`config.mk`:
```
export PLATFORM = sky130hd
export DESIGN_NAME = calc_result_display_flat
export DESIGN_NICKNAME = d
export VERILOG_FILES = /design/src/rtl/calc_result_display_if.sv /design/src/rtl/calc_result_display.sv /design/src/flat_wrapper.sv
export SDC_FILE = /design/constraint.sdc
export NUM_CORES = 1
export LEC_CHECK = 0
export ABC_AREA = 1
export BUFFER_PORTS_ARGS = -buffer_cell sky130_fd_sc_hd__buf_2
export CORE_ASPECT_RATIO = 1.5
export CORE_MARGIN = 4
export CORE_UTILIZATION = 33
export CTS_CLUSTER_SIZE = 8
export DETAILED_ROUTE_END_ITERATION = 6
export GPL_TIMING_DRIVEN = 1
export PLACE_DENSITY = 0.49
export SYNTH_ARGS = -nofsm -noshare
export SYNTH_HDL_FRONTEND = slang
export SYNTH_SLANG_ARGS = --single-unit
```
`constraint.sdc`:
```
create_clock -name Clk -period 4.6 [get_ports Clk]
set_input_delay 0.23 -clock Clk [delete_from_list [all_inputs] [get_ports Clk]]
set_output_delay 0.23 -clock Clk [all_outputs]
set_load 0.005 [all_outputs]
```
`src/rtl/calc_result_display_if.sv`:
```
// Conversion handshake between the calculator datapath and the result display.
// The master side (datapath) presents Value/Flag and pulses Load.
// The slave side (display decoder) reports Busy/Ready and the latched
// Digits/ErrShown.
interface calc_result_display_if;
  logic [16:0] Value;
  logic        Flag;
  logic        Load;
  logic        Busy;
  logic        Ready;
  logic [23:0] Digits;
  logic        ErrShown;

  modport master (
    output Value, Flag, Load,
    input  Busy, Ready, Digits, ErrShown
  );

  modport slave (
    input  Value, Flag, Load,
    output Busy, Ready, Digits, ErrShown
  );
endinterface

```
`src/rtl/calc_result_display.sv`:
```
// Result display decoder.
//
// Converts a 17-bit binary result into six BCD digits. The conversion uses a
// sequential double-dabble that processes one bit per cycle. The digits are
// then shown on a time-multiplexed six-digit common-anode seven-segment
// display. While ErrShown is set, the display reads "Err".
//
// Optional build macro LEADING_ZERO_BLANK_EN blanks leading zero digits above
// digit0. It does not apply while the Err display is shown.
//
// state | meaning
// IDLE  | Ready, waiting for Load
// CONV  | 17 add-3/shift steps, one per cycle
// LATCH | copy scratch and pending flag to the displayed registers
module calc_result_display #(
  parameter int SCAN_DIV = 50000
) (
  input  logic                  Clk,
  input  logic                  Reset,
  calc_result_display_if.slave  bus,
  output logic [5:0]            An,
  output logic [6:0]            Seg,
  output logic                  Dp
);

  localparam int SCAN_CW = $clog2(SCAN_DIV);
  localparam logic [SCAN_CW-1:0] SCAN_LAST = SCAN_CW'(SCAN_DIV - 1);

  localparam logic [6:0] SEG_E     = 7'h06;
  localparam logic [6:0] SEG_R     = 7'h2F;
  localparam logic [6:0] SEG_BLANK = 7'h7F;

  typedef enum logic [1:0] {IDLE, CONV, LATCH} state_t;

  state_t              state_q;
  logic [16:0]         shreg_q;
  logic [23:0]         scratch_q;
  logic [4:0]          bitcnt_q;
  logic                pend_flag_q;
  logic                busy_q;
  logic                ready_q;
  logic [23:0]         digits_q;
  logic                err_q;
  logic [SCAN_CW-1:0]  scan_cnt_q;
  logic [2:0]          scan_idx_q;

  logic [23:0]         scratch_d;
  logic [3:0]          nib;
  logic                lead_blank;

  function automatic logic [6:0] seg_of(input logic [3:0] n);
    logic [6:0] s;
    case (n)
      4'd0:    s = 7'h40;
      4'd1:    s = 7'h79;
      4'd2:    s = 7'h24;
      4'd3:    s = 7'h30;
      4'd4:    s = 7'h19;
      4'd5:    s = 7'h12;
      4'd6:    s = 7'h02;
      4'd7:    s = 7'h78;
      4'd8:    s = 7'h00;
      4'd9:    s = 7'h10;
      default: s = SEG_BLANK;
    endcase
    return s;
  endfunction

  // Double-dabble add-3 step applied to every scratch nibble before the shift.
  always_comb begin
    scratch_d = scratch_q;
    for (int i = 0; i < 6; i++) begin
      if (scratch_q[i*4 +: 4] >= 4'd5)
        scratch_d[i*4 +: 4] = scratch_q[i*4 +: 4] + 4'd3;
    end
  end

  // Conversion FSM with registered handshake outputs and latched result.
  always_ff @(posedge Clk or posedge Reset) begin
    if (Reset) begin
      state_q     <= IDLE;
      shreg_q     <= '0;
      scratch_q   <= '0;
      bitcnt_q    <= '0;
      pend_flag_q <= 1'b0;
      busy_q      <= 1'b0;
      ready_q     <= 1'b1;
      digits_q    <= '0;
      err_q       <= 1'b0;
    end else begin
      case (state_q)
        IDLE: begin
          if (bus.Load) begin
            shreg_q     <= bus.Value;
            pend_flag_q <= bus.Flag;
            scratch_q   <= '0;
            bitcnt_q    <= '0;
            busy_q      <= 1'b1;
            ready_q     <= 1'b0;
            state_q     <= CONV;
          end
        end
        CONV: begin
          // The shift is a 41-bit rotate. The bit leaving the top of scratch is
          // always 0 for legal values. It refills the emptied shift register,
          // whose contents no longer matter once the conversion is done.
          scratch_q <= {scratch_d[22:0], shreg_q[16]};
          shreg_q   <= {shreg_q[15:0], scratch_d[23]};
          bitcnt_q  <= bitcnt_q + 5'd1;
          if (bitcnt_q == 5'd16)
            state_q <= LATCH;
        end
        LATCH: begin
          digits_q <= scratch_q;
          err_q    <= pend_flag_q;
          busy_q   <= 1'b0;
          ready_q  <= 1'b1;
          state_q  <= IDLE;
        end
        default: begin
          busy_q  <= 1'b0;
          ready_q <= 1'b1;
          state_q <= IDLE;
        end
      endcase
    end
  end

  // Display scan: hold each digit for SCAN_DIV cycles, then advance the index.
  always_ff @(posedge Clk or posedge Reset) begin
    if (Reset) begin
      scan_cnt_q <= '0;
      scan_idx_q <= '0;
    end else if (scan_cnt_q == SCAN_LAST) begin
      scan_cnt_q <= '0;
      scan_idx_q <= (scan_idx_q == 3'd5) ? 3'd0 : scan_idx_q + 3'd1;
    end else begin
      scan_cnt_q <= scan_cnt_q + 1'b1;
    end
  end

  // Segment, anode and decimal-point decode of the registered display state.
  always_comb begin
    nib        = 4'd0;
    lead_blank = 1'b0;
    case (scan_idx_q)
      3'd0:    nib = digits_q[3:0];
      3'd1:    nib = digits_q[7:4];
      3'd2:    nib = digits_q[11:8];
      3'd3:    nib = digits_q[15:12];
      3'd4:    nib = digits_q[19:16];
      3'd5:    nib = digits_q[23:20];
      default: nib = 4'd0;
    endcase
`ifdef LEADING_ZERO_BLANK_EN
    case (scan_idx_q)
      3'd1:    lead_blank = (digits_q[23:4]  == 20'd0);
      3'd2:    lead_blank = (digits_q[23:8]  == 16'd0);
      3'd3:    lead_blank = (digits_q[23:12] == 12'd0);
      3'd4:    lead_blank = (digits_q[23:16] == 8'd0);
      3'd5:    lead_blank = (digits_q[23:20] == 4'd0);
      default: lead_blank = 1'b0;
    endcase
`endif
    if (err_q) begin
      case (scan_idx_q)
        3'd0, 3'd1: Seg = SEG_R;
        3'd2:       Seg = SEG_E;
        default:    Seg = SEG_BLANK;
      endcase
    end else if (lead_blank) begin
      Seg = SEG_BLANK;
    end else begin
      Seg = seg_of(nib);
    end
    An = ~(6'b000001 << scan_idx_q);
    Dp = 1'b1;
  end

  assign bus.Busy     = busy_q;
  assign bus.Ready    = ready_q;
  assign bus.Digits   = digits_q;
  assign bus.ErrShown = err_q;

endmodule

```
`src/flat_wrapper.sv`:
```
// flat-port wrapper written by rule: the top's interface ports become plain ports
module calc_result_display_flat 
#(
  parameter int SCAN_DIV = 50000
)
  (Clk, Reset, An, Seg, Dp, bus_Value, bus_Flag, bus_Load, bus_Busy, bus_Ready, bus_Digits, bus_ErrShown);
  calc_result_display_if bus_i ();
  input  logic Clk;
  input  logic Reset;
  output logic [5:0] An;
  output logic [6:0] Seg;
  output logic Dp;
  input wire logic [$bits(bus_i.Value)-1:0] bus_Value;
  input wire logic [$bits(bus_i.Flag)-1:0] bus_Flag;
  input wire logic [$bits(bus_i.Load)-1:0] bus_Load;
  output wire logic [$bits(bus_i.Busy)-1:0] bus_Busy;
  output wire logic [$bits(bus_i.Ready)-1:0] bus_Ready;
  output wire logic [$bits(bus_i.Digits)-1:0] bus_Digits;
  output wire logic [$bits(bus_i.ErrShown)-1:0] bus_ErrShown;
  assign bus_i.Value = bus_Value;
  assign bus_i.Flag = bus_Flag;
  assign bus_i.Load = bus_Load;
  assign bus_Busy = bus_i.Busy;
  assign bus_Ready = bus_i.Ready;
  assign bus_Digits = bus_i.Digits;
  assign bus_ErrShown = bus_i.ErrShown;
  calc_result_display #(.SCAN_DIV(SCAN_DIV)) u_core (.Clk(Clk), .Reset(Reset), .bus(bus_i), .An(An), .Seg(Seg), .Dp(Dp));
endmodule
```
==> impl_metrics.toml <==
[global_route]
grt_start_max_net_pins = 52
first_global_vias = 4284
grt_pass1_wl_um = 20700
antenna_found_initial = 0
track_usage = 0.147
overflow = 0

[sta]
finalWorstSetupSlack_ps = 1610
max_freq_ghz = 0.335
finalCritPeriodShare = 0.650
rsz0062_at_grt = "false"
slew_viol_final = 0
clock_skew_ps = 10.3
whs_ps = 38.2
finalHoldViolCount = 0
tightest_slew_ps = 897
fin_crit_ps = 2990
tns_ps = 0
setup_viol = 0
slew_headroom = 0.402

[synthesis]
synth_edf_count = 0
async_flop_share = 1.00
syn_area_um2 = 5070
yosysSeqAreaShare = 0.469
synth_flop_cell = "dfrtp_1"
netlist_instances = 612
ys_ff_latch = 95
ys_warn_count = 0
synth_nets = 654
synth_cell_types = 45
avgSynthCellArea_um2 = 8.28

[placed_design]
gp_congestion = 0.900
pre_cts_ws_ps = 1990
dpl.hpwl_um = 8920
io_buffers = 60

[clocking]
clkTransAtPathRegs_ps = 70
postCtsResizedCells = 0
cts_tree = "built"
clk_latency_ps = 340
clock-sinks = 95
cts_hold_buf = 0
cts_setup_buffers = 0
cts_buffers = 9
h-tree-depth = 3
clock_path_buffers = 2
root_buffer = "clkbuf_16"

[detailed_routing]
drc_errors = 0
postRouteAntennaNets = 0
wl_met2_um = 5820
wl_met1_um = 5470
first_iter_violations = 239
first_pass_iters = 7
highest_layer = "met4"
via_per_inst = 4.80
routed-via-count = 4185
wirelength_um = 12000
met3_length_um = 481
wl_per_cell_um = 13.8

[floorplanning]
boundaryPins = 62
core-area_um2 = 15100
die_h_um = 160
die_width_um = 109
start_util = 0.336
num_rows = 55
dieArea_um2 = 17500

[power]
peakVddDrop_uv = 283
p_total_w = 0.00352
power_per_cell_area_nw_per_um2 = 602
p_leak_nw = 2.94

[setup_path]
cpMostUsedCell = "nand2_1"
path_cells = "nand2_1 -> inv_1 -> ha_1 -> nand2_1 -> o21a_1 -> nand2_1 -> nand2_2 -> inv_1 -> ha_1 -> inv_1 -> nand3_1 -> nand3_1 -> nand2_1 -> nand2_1 -> nand2_1 -> buf_2"
start_kind = "flip-flop"
arrival_ps = 2760
max_stage_delay_ps = 720
crit_type = "flip-flop to output pin"
reg2reg_depth = 5
critPathMaxFanout = 10
cp_slowest_cell = "dfrtp_1"
setup.worst_path.end_class = "output pin"
crit_required_ps = 4370

[finish]
layout.nets = 709
antennaDiodeCount = 0
fin_util = 0.387
n_fill_cell = 1555
syn_to_final_growth_pct = 15.2
drive_gt1_frac = 0.198

[run]
cap_viol_max_count = 0

[min_path]
hold_class = "input pin to async pin"

[outcome]
outcome = "finished, final reports clean"
[layer usage]
layer	vias to the layer above	global-route usage
met5	-	0
met4	0	0.0516
met3	23	0.0283
met2	78	0.244
met1	1984	0.190
li1	2100	-
[final timing paths]
path	startpoint	slack (ps)	to
max reg2reg	u_core.state_q[1]	2610	u_core.shreg_q[0]
min in group Clk	bus_Flag	100	u_core.pend_flag_q
max in group asynchronous	Reset	3450	u_core.bus.Digits[4]
max	u_core.scan_idx_q[0]	1610	Seg[3]
min	Reset	40	u_core.shreg_q[0]
min reg2reg	u_core.scan_cnt_q[0]	470	u_core.scan_cnt_q[0]
[synth_stat cells, types with 2 or more instances]
cell      count  area [µm²]
nor4_1        2        12.5
buf_1         3        11.3
or2_2         3        18.8
nand3_2       4        40.0
nand2_4       4        45.0
clkbuf_1      6        22.5
nand3b_1      2        15.0
nand3_1      51         255
o21ai_2       3        26.3
nor2_1       31         116
nand2_1     147         552
buf_6         3        33.8
a31oi_1       3        18.8
nand4_1       8        50.1
o22ai_1      10        62.6
buf_2         6        30.0
buf_4         2        15.0
xor2_1        8        70.1
inv_1        67         251
o21ai_0      58         290
nand2_2       7        43.8
a21oi_1      10        50.1
nor3_1        5        25.0
inv_2        11        41.3
o21ai_1       7        35.0
o211ai_1      4        30.0
dfrtp_1      94        2350
o32ai_1       5        43.8
clkinv_1      2        7.51
nand3_4       2        35.0
ha_1         21         263
nor2_2       10        62.6
[where the power goes]
group	internal, W	leakage (nW)	switching [W]
sequential	0.00112	1.19	0.000194
clock	0.000436	0.146	0.000315
combinational	0.000551	1.60	0.000897
total	0.00211	2.94	0.00141
[final cells by class]
| type | instances | area [µm²] | share of cell area |
|---|---|---|---|
| flip-flops and latches | 95 | 2380 | 0.407 |
| multi-input cells | 415 | 2260 | 0.388 |
| repair buffers | 64 | 330 | 0.0566 |
| inverters | 82 | 319 | 0.0546 |
| well taps | 199 | 249 | 0.0426 |
| clock buffers | 11 | 243 | 0.0416 |
| clock inverters | 5 | 56.3 | 0.00964 |
[critical path: cells and delay by family (launching register included)]
kind,cells,cell delay (ps)
AO/OA/AOI/OAI,1,100
adder cells (fa/ha/maj),2,470
buffers and inverters,4,370
flip-flops,1,720
AND/OR/NAND/NOR,9,750
[cells in the final DEF (no fill, tap or decap), types with 8 or more instances in the layout]
cell,synthesis,final
dfrtp_1,94,94
o22ai_1,10,10
nand4_1,8,8
buf_2,6,60
inv_1,67,66
nor2_1,31,30
xor2_1,8,8
nand3_1,51,51
a21oi_1,10,10
inv_2,11,11
nand2_1,147,147
nor2_2,10,11
o21ai_0,58,58
clkbuf_16,0,9
ha_1,21,21
[logic make-up (layout without fill, tap and decap cells)]
group                      count (synthesis)  after routing  share of synthesized area
adders and majority gates                 21             21                     0.0518
other                                      1              1                   0.000740
muxes                                      1              1                    0.00197
and+or+nand+nor                          280            280                      0.261
DFF                                       95             95                      0.469
buffers and inverters                    102            162                     0.0849
xor gates and xnor gates                   9              9                     0.0155
AOI/OAI and AO/OA                        103            103                      0.115
[through the flow]
stage          cells  instance area [µm²]
2_1_floorplan    612                 5070
3_3_place_gp     855                 5540
3_5_place_dp     855                 5540
4_1_cts          871                 5840
5_1_grt          871                 5840
6_report         871                 5840
[flip-flops by register name (all words and copies together) (netlist names)]
signal	count
u_core.state_q	2
u_core.scan_cnt_q	16
u_core.scratch_q	24
u_core.shreg_q	17
u_core.bus.ErrShown	1
u_core.scan_idx_q	3
u_core.pend_flag_q	1
u_core.bus.Ready	1
u_core.bus.Digits	24
u_core.bitcnt_q	5
u_core.bus.Busy	1
No activity file was read; power rests on OpenSTA's default activity.
